**src/rtl/led_bounce_pkg.sv**
```systemverilog
// Shared types and constants for the LED bounce display blocks
// (position stepper, direction FSM, and related display logic).
package led_bounce_pkg;

  localparam int unsigned POS_W_DEF = 3;
  localparam int unsigned DIV_W_DEF = 24;

  // Direction encoding shared with the bounce-direction FSM
  localparam logic DIR_RIGHT = 1'b1;
  localparam logic DIR_LEFT  = 1'b0;

  typedef enum logic [1:0] {
    STOP      = 2'd0,
    RUN       = 2'd1,
    STEP_IDLE = 2'd2,
    STEP_ACK  = 2'd3
  } state_t;

endpackage

```
**src/rtl/led_pos_stepper_tick_prescaler.sv**
```systemverilog
// tick_prescaler: counts clk cycles and flags every (div_val+1)-th one.
// div_val is sampled live; lowering it below the running count skips one
// compare and the counter wraps at 2**DIV_W before matching again.
module tick_prescaler
  import led_bounce_pkg::*;
#(
  parameter int unsigned DIV_W = DIV_W_DEF
) (
  input  logic             clk,
  input  logic             arst,
  input  logic [DIV_W-1:0] i_div_val,
  input  logic             i_clear,
  input  logic             i_enable,
  output logic             o_tick_pulse_c
);

  logic [DIV_W-1:0] r_cnt;
  logic             w_match;

  assign w_match        = (r_cnt == i_div_val);
  assign o_tick_pulse_c = i_enable && !i_clear && w_match;

  // Free-running count, reset on match or clear
  always_ff @(posedge clk or posedge arst) begin
    if (arst) begin
      r_cnt <= '0;
    end else if (i_clear) begin
      r_cnt <= '0;
    end else if (i_enable) begin
      if (w_match) r_cnt <= '0;
      else         r_cnt <= r_cnt + DIV_W'(1);
    end
  end

endmodule

```
**src/rtl/led_pos_stepper.sv**
```systemverilog
// led_pos_stepper: saturating position stepper driving an LED bar.
// Steps on prescaled ticks (mode=0) or one step per req/ack handshake
// (mode=1). Optional macro LED_TRAIL_EN lights the previous position too.
module led_pos_stepper
  import led_bounce_pkg::*;
#(
  parameter int unsigned POS_W = POS_W_DEF,
  parameter int unsigned DIV_W = DIV_W_DEF
) (
  input  logic                clk,
  input  logic                arst,
  input  logic                en,
  input  logic                mode,
  input  logic                dir,
  input  logic [DIV_W-1:0]    div_val,
  input  logic                step_req,
  output logic                step_ack,
  output logic [POS_W-1:0]    pos,
  output logic [2**POS_W-1:0] leds,
  output logic                tick,
  output logic                bounce
);

  localparam int unsigned      LED_W   = 2**POS_W;
  localparam logic [POS_W-1:0] MAX_POS = {POS_W{1'b1}};

  state_t             r_state, w_state_nxt;
  logic [POS_W-1:0]   r_pos, w_pos_nxt;
  logic [LED_W-1:0]   r_leds, w_leds_nxt;
  logic               r_tick, r_ack, r_bounce, r_req_q;
  logic               w_run, w_tick, w_adv, w_ack_nxt, w_tick_nxt, w_bounce_nxt;

  // Prescaler only counts while settled in free-run; any exit clears it
  assign w_run = (r_state == RUN) && en && !mode;

  tick_prescaler #(.DIV_W(DIV_W)) u_prescaler (
    .clk            (clk),
    .arst           (arst),
    .i_div_val      (div_val),
    .i_clear        (!w_run),
    .i_enable       (w_run),
    .o_tick_pulse_c (w_tick)
  );

  // State register
  always_ff @(posedge clk or posedge arst) begin
    if (arst) r_state <= STOP;
    else      r_state <= w_state_nxt;
  end

  // Next state, advance request and handshake control
  always_comb begin
    w_state_nxt = r_state;
    w_adv       = 1'b0;
    w_ack_nxt   = 1'b0;
    w_tick_nxt  = 1'b0;
    case (r_state)
      STOP: begin
        if (en) w_state_nxt = mode ? STEP_IDLE : RUN;
      end
      RUN: begin
        if (!en || mode) begin
          w_state_nxt = STOP;
        end else begin
          w_adv      = w_tick;
          w_tick_nxt = w_tick;
        end
      end
      STEP_IDLE: begin
        // Rising edge of req only, so a req held across a disable is ignored
        if (!en || !mode) begin
          w_state_nxt = STOP;
        end else if (step_req && !r_req_q) begin
          w_adv       = 1'b1;
          w_ack_nxt   = 1'b1;
          w_state_nxt = STEP_ACK;
        end
      end
      STEP_ACK: begin
        if (!en || !mode)  w_state_nxt = STOP;
        else if (step_req) w_ack_nxt   = 1'b1;
        else               w_state_nxt = STEP_IDLE;
      end
      default: w_state_nxt = STOP;
    endcase
  end

  // Saturating advance and bound-arrival detection
  always_comb begin
    w_pos_nxt = r_pos;
    if (w_adv) begin
      if (dir == DIR_RIGHT) begin
        if (r_pos != MAX_POS) w_pos_nxt = r_pos + POS_W'(1);
      end else begin
        if (r_pos != '0)      w_pos_nxt = r_pos - POS_W'(1);
      end
    end
    w_bounce_nxt = w_adv && (w_pos_nxt != r_pos) &&
                   ((w_pos_nxt == MAX_POS) || (w_pos_nxt == '0));
  end

`ifdef LED_TRAIL_EN
  logic [POS_W-1:0] r_prev_pos, w_prev_nxt;

  // prev_pos follows every advance event, so it equals pos when saturated
  assign w_prev_nxt = w_adv ? r_pos : r_prev_pos;
  assign w_leds_nxt = (LED_W'(1) << w_pos_nxt) | (LED_W'(1) << w_prev_nxt);

  // Trail position register
  always_ff @(posedge clk or posedge arst) begin
    if (arst) r_prev_pos <= '0;
    else      r_prev_pos <= w_prev_nxt;
  end
`else
  assign w_leds_nxt = LED_W'(1) << w_pos_nxt;
`endif

  // Registered outputs; leds decoded from next pos so it aligns with pos
  always_ff @(posedge clk or posedge arst) begin
    if (arst) begin
      r_pos    <= '0;
      r_leds   <= LED_W'(1);
      r_tick   <= 1'b0;
      r_ack    <= 1'b0;
      r_bounce <= 1'b0;
      r_req_q  <= 1'b0;
    end else begin
      r_pos    <= w_pos_nxt;
      r_leds   <= w_leds_nxt;
      r_tick   <= w_tick_nxt;
      r_ack    <= w_ack_nxt;
      r_bounce <= w_bounce_nxt;
      r_req_q  <= step_req;
    end
  end

  assign pos      = r_pos;
  assign leds     = r_leds;
  assign tick     = r_tick;
  assign step_ack = r_ack;
  assign bounce   = r_bounce;

endmodule

```
**config.mk**
```make
export PLATFORM = sky130hd
export DESIGN_NAME = led_pos_stepper
export DESIGN_NICKNAME = d
export VERILOG_FILES = /design/src/rtl/led_bounce_pkg.sv /design/src/rtl/led_pos_stepper_tick_prescaler.sv /design/src/rtl/led_pos_stepper.sv
export SDC_FILE = /design/constraint.sdc
export NUM_CORES = 1
export LEC_CHECK = 0
export CORE_ASPECT_RATIO = 0.9
export CORE_MARGIN = 4
export CORE_UTILIZATION = 57
export DETAILED_ROUTE_END_ITERATION = 8
export MAX_ROUTING_LAYER = met4
export PLACE_DENSITY = 0.93
export REMOVE_ABC_BUFFERS = 1
export SLEW_MARGIN = 20
export SYNTH_ARGS = -nofsm -noshare
export SYNTH_HDL_FRONTEND = slang
export SYNTH_HIERARCHICAL = 1
export SYNTH_SLANG_ARGS = --single-unit
```
**constraint.sdc**
```tcl
create_clock -name clk -period 5.7 [get_ports clk]
set_clock_uncertainty 0.1 [all_clocks]
set_input_delay 1.14 -clock clk [delete_from_list [all_inputs] [get_ports clk]]
set_output_delay 1.14 -clock clk [all_outputs]
set_load 0.005 [all_outputs]
```
==> impl_metrics.json <==
{
  "status": "finished, final reports clean",
  "start_util_pct": 58.6,
  "drtIter0Drc": 172,
  "dr_total_vias": 2197,
  "rsz0062_at_grt": "false",
  "setup_tns_ns": 0,
  "rr_startpoint": "u_prescaler/r_cnt[20]",
  "cts.clk_slew.worst_paths_ns": 0.08,
  "netlist_area_sq_mm": 0.00260,
  "period_share_pct": 63.4,
  "synth_area_leader_cell": "dfrtp_1",
  "portBuffers": 43,
  "p_total_mw": 0.769,
  "drv_cap": 0,
  "async_flop_share_pct": 100,
  "dieArea_sq_mm": 0.00570,
  "yosysWarningCount": 6,
  "area_delta_synth_final_pct": 19.3,
  "synth_common_cells": "40 x dfrtp_1, 27 x nand2_1, 25 x nand3_1",
  "dr.pass1.iters": 5,
  "ios": 44,
  "multi_input_area_sq_mm": 0.00142,
  "reg2reg_slack_ns": 2.89,
  "coreArea_sq_mm": 0.00443,
  "cts_htree_levels": 2,
  "critical_path.startpoint_type": "input port",
  "netSwitchingFraction_pct": 32.3,
  "via_per_inst": 5.94,
  "leakage_nw": 1.24,
  "synth_seq_area_share_pct": 39.6,
  "reg2regPathDepth": 11,
  "post_drt_wl_per_cell_um": 15.7,
  "diodes": 0,
  "layout_min_cycle_time_ns": 3.61,
  "power.share.sequential_pct": 43.8,
  "cts_tree": "yes",
  "yosysTopAreaCellShare_pct": 38.6,
  "cts_buffers": 5,
  "hp-start": "u_prescaler/r_cnt[13]",
  "wl_um": 5820,
  "setup_viol": 0,
  "grt_pass1_wl_um": 9780,
  "yosys-top-cells-area": "dfrtp_1 39%, xnor2_1 7.8%, nand3_1 4.8%",
  "dp_cells": 362,
  "critPathMaxFanout": 5,
  "post_cts_resized": 0,
  "yosysMostFrequentCell": "dfrtp_1",
  "synth_edf_count": 0,
  "p_per_area_mw_per_mm2": 248,
  "layoutNonFillerInstCount": 370,
  "fill_cells": 354,
  "max-slew-margin-rel_pct": 34.3,
  "synth-main-ff-cell": "dfrtp_1",
  "regArea_sq_mm": 0.00103,
  "hold_buffers": 0,
  "critical_path_class": "input port to register",
  "cts.sinks": 41,
  "hold_path.class": "register to register",
  "required_ns": 5.78,
  "grt_pass1_vias": 2088,
  "pwr-share-clk_pct": 24.4,
  "final_max_slew_viol_count": 0,
  "cts-root-buf": "clkbuf_8",
  "hold-path-endpoint": "u_prescaler/r_cnt[13]",
  "die_w_um": 79.1,
  "worst_pin_slew_ns": 0.984,
  "netSwitchingPower_mw": 0.249,
  "fmax_mhz": 277,
  "postCtsSetupBuffers": 0,
  "grt_overflow_total": 0,
  "p_comb_share_pct": 31.8,
  "place_congestion": 0.880,
  "syn_inst": 271,
  "antenna_found_initial": 0,
  "min_delay_path_depth": 1,
  "hold_viol": 0,
  "syn_avg_cell_area_sq_um": 9.58,
  "grt_use_total_pct": 22.7,
  "drive_gt1_share_pct": 10.4,
  "drc": 0,
  "yosys_register_bits": 41,
  "clock_latency_ns": 0.30,
  "antenna_left": 0,
  "die_h_um": 72.0,
  "synth.distinct_cells": 49,
  "rr_endpoint": "leds[3]",
  "dp_hpwl_um": 4310,
  "clk_path_buf_depth": 2,
  "cp.arrival_ns": 3.70,
  "nNetsFinal": 345,
  "internal_power_mw": 0.520,
  "core.rowCount": 23,
  "endpoint_kind": "register",
  "max-vdd-ir-drop_mv": 0.112,
  "grt_max_degree": 25
}
critical path, cell delays in order:
cell and delay, ns:
clkdlybuf4s50_1 0.42, xnor2_1 0.23, nand4_1 0.19, nor4_4 0.41, nand2_1 0.12, nor2_1 0.14, nand2_1 0.09, o22ai_4 0.22
o311ai_4 0.17, xnor2_2 0.27, inv_2 0.10, and3_1 0.19
how the worst max path moves through the flow:
stage | start | end | slack, ns | depth (start not counted)
global route | div_val[12] | leds[3] | 1.91 | 12
finish | div_val[20] | leds[3] | 2.09 | 12
floorplan | div_val[2] | leds[3] | 2.50 | 11
CTS | div_val[20] | leds[7] | 2.08 | 12
detailed placement | div_val[12] | leds[7] | 1.76 | 12
global placement | div_val[20] | leds[3] | 1.86 | 12
layout make-up:
type	count	area share [%]
Multi-Input combinational cell	202	46.0
Sequential cell	41	33.2
Timing Repair Buffer	43	13.9
Tap cell	62	2.50
Clock buffer	5	2.22
Inverter	14	1.70
Clock inverter	3	0.565
per-layer routing:
layer / global-route usage, % / vias up / share of wire [%]
met1: 27.1 / 1039 / 40
met2: 38.7 / 96 / 51
met5: - / - / 0
met4: 7.63 / 0 / 1.5
met3: 4.22 / 10 / 7.0
li1: - / 1052 / -
state kept, by name, summed over array words and instances, names as in the netlist:
name / flops
r_req_q: 1
step_ack: 1
r_state: 2
tick: 1
bounce: 1
u_prescaler/r_cnt: 24
leds: 8
pos: 3
metrics by stage:
stage	worst slack (ns)	utilization [%]	instance area (sq um)	hold slack, ns
finish	2.09	69.9	3100	0.467
detailed placement	1.76	68.0	3010	0.434
floorplan	2.50	-	2500	0.402
global placement	1.86	68.0	3010	0.420
CTS	2.08	69.9	3100	0.474
global route	1.91	69.9	3100	0.498
cells by family after synthesis:
logic type | Yosys count | share of synthesized area [%]
compound gates | 45 | 13.0
xor+xnor | 25 | 9.01
fa+ha+maj | 8 | 3.86
buf+inv | 28 | 5.69
flops | 41 | 39.6
mux | 7 | 2.84
simple gates | 117 | 26.0
power groups by stage:
stage | sequential, mW | clock [mW] | combinational [mW]
finish | 0.337 | 0.188 | 0.245
global route | 0.341 | 0.207 | 0.270
CTS | 0.337 | 0.192 | 0.245
detailed placement | 0.343 | 0 | 0.244
global placement | 0.341 | 0 | 0.236
floorplan | 0.340 | 0 | 0.148
cell usage in the layout, fill, tap and decap left out, types with 5 or more instances in the layout:
cell type,n
inv_1,12
clkdlybuf4s50_1,43
nor2_1,10
nand3_1,25
mux2i_1,6
nand2_1,27
clkbuf_8,5
o21ai_0,10
and3_1,5
dfrtp_1,40
xnor2_1,23
ha_1,8
nand4_1,16
a21oi_1,8
Note: power is estimated with default switching activity, not from simulation.
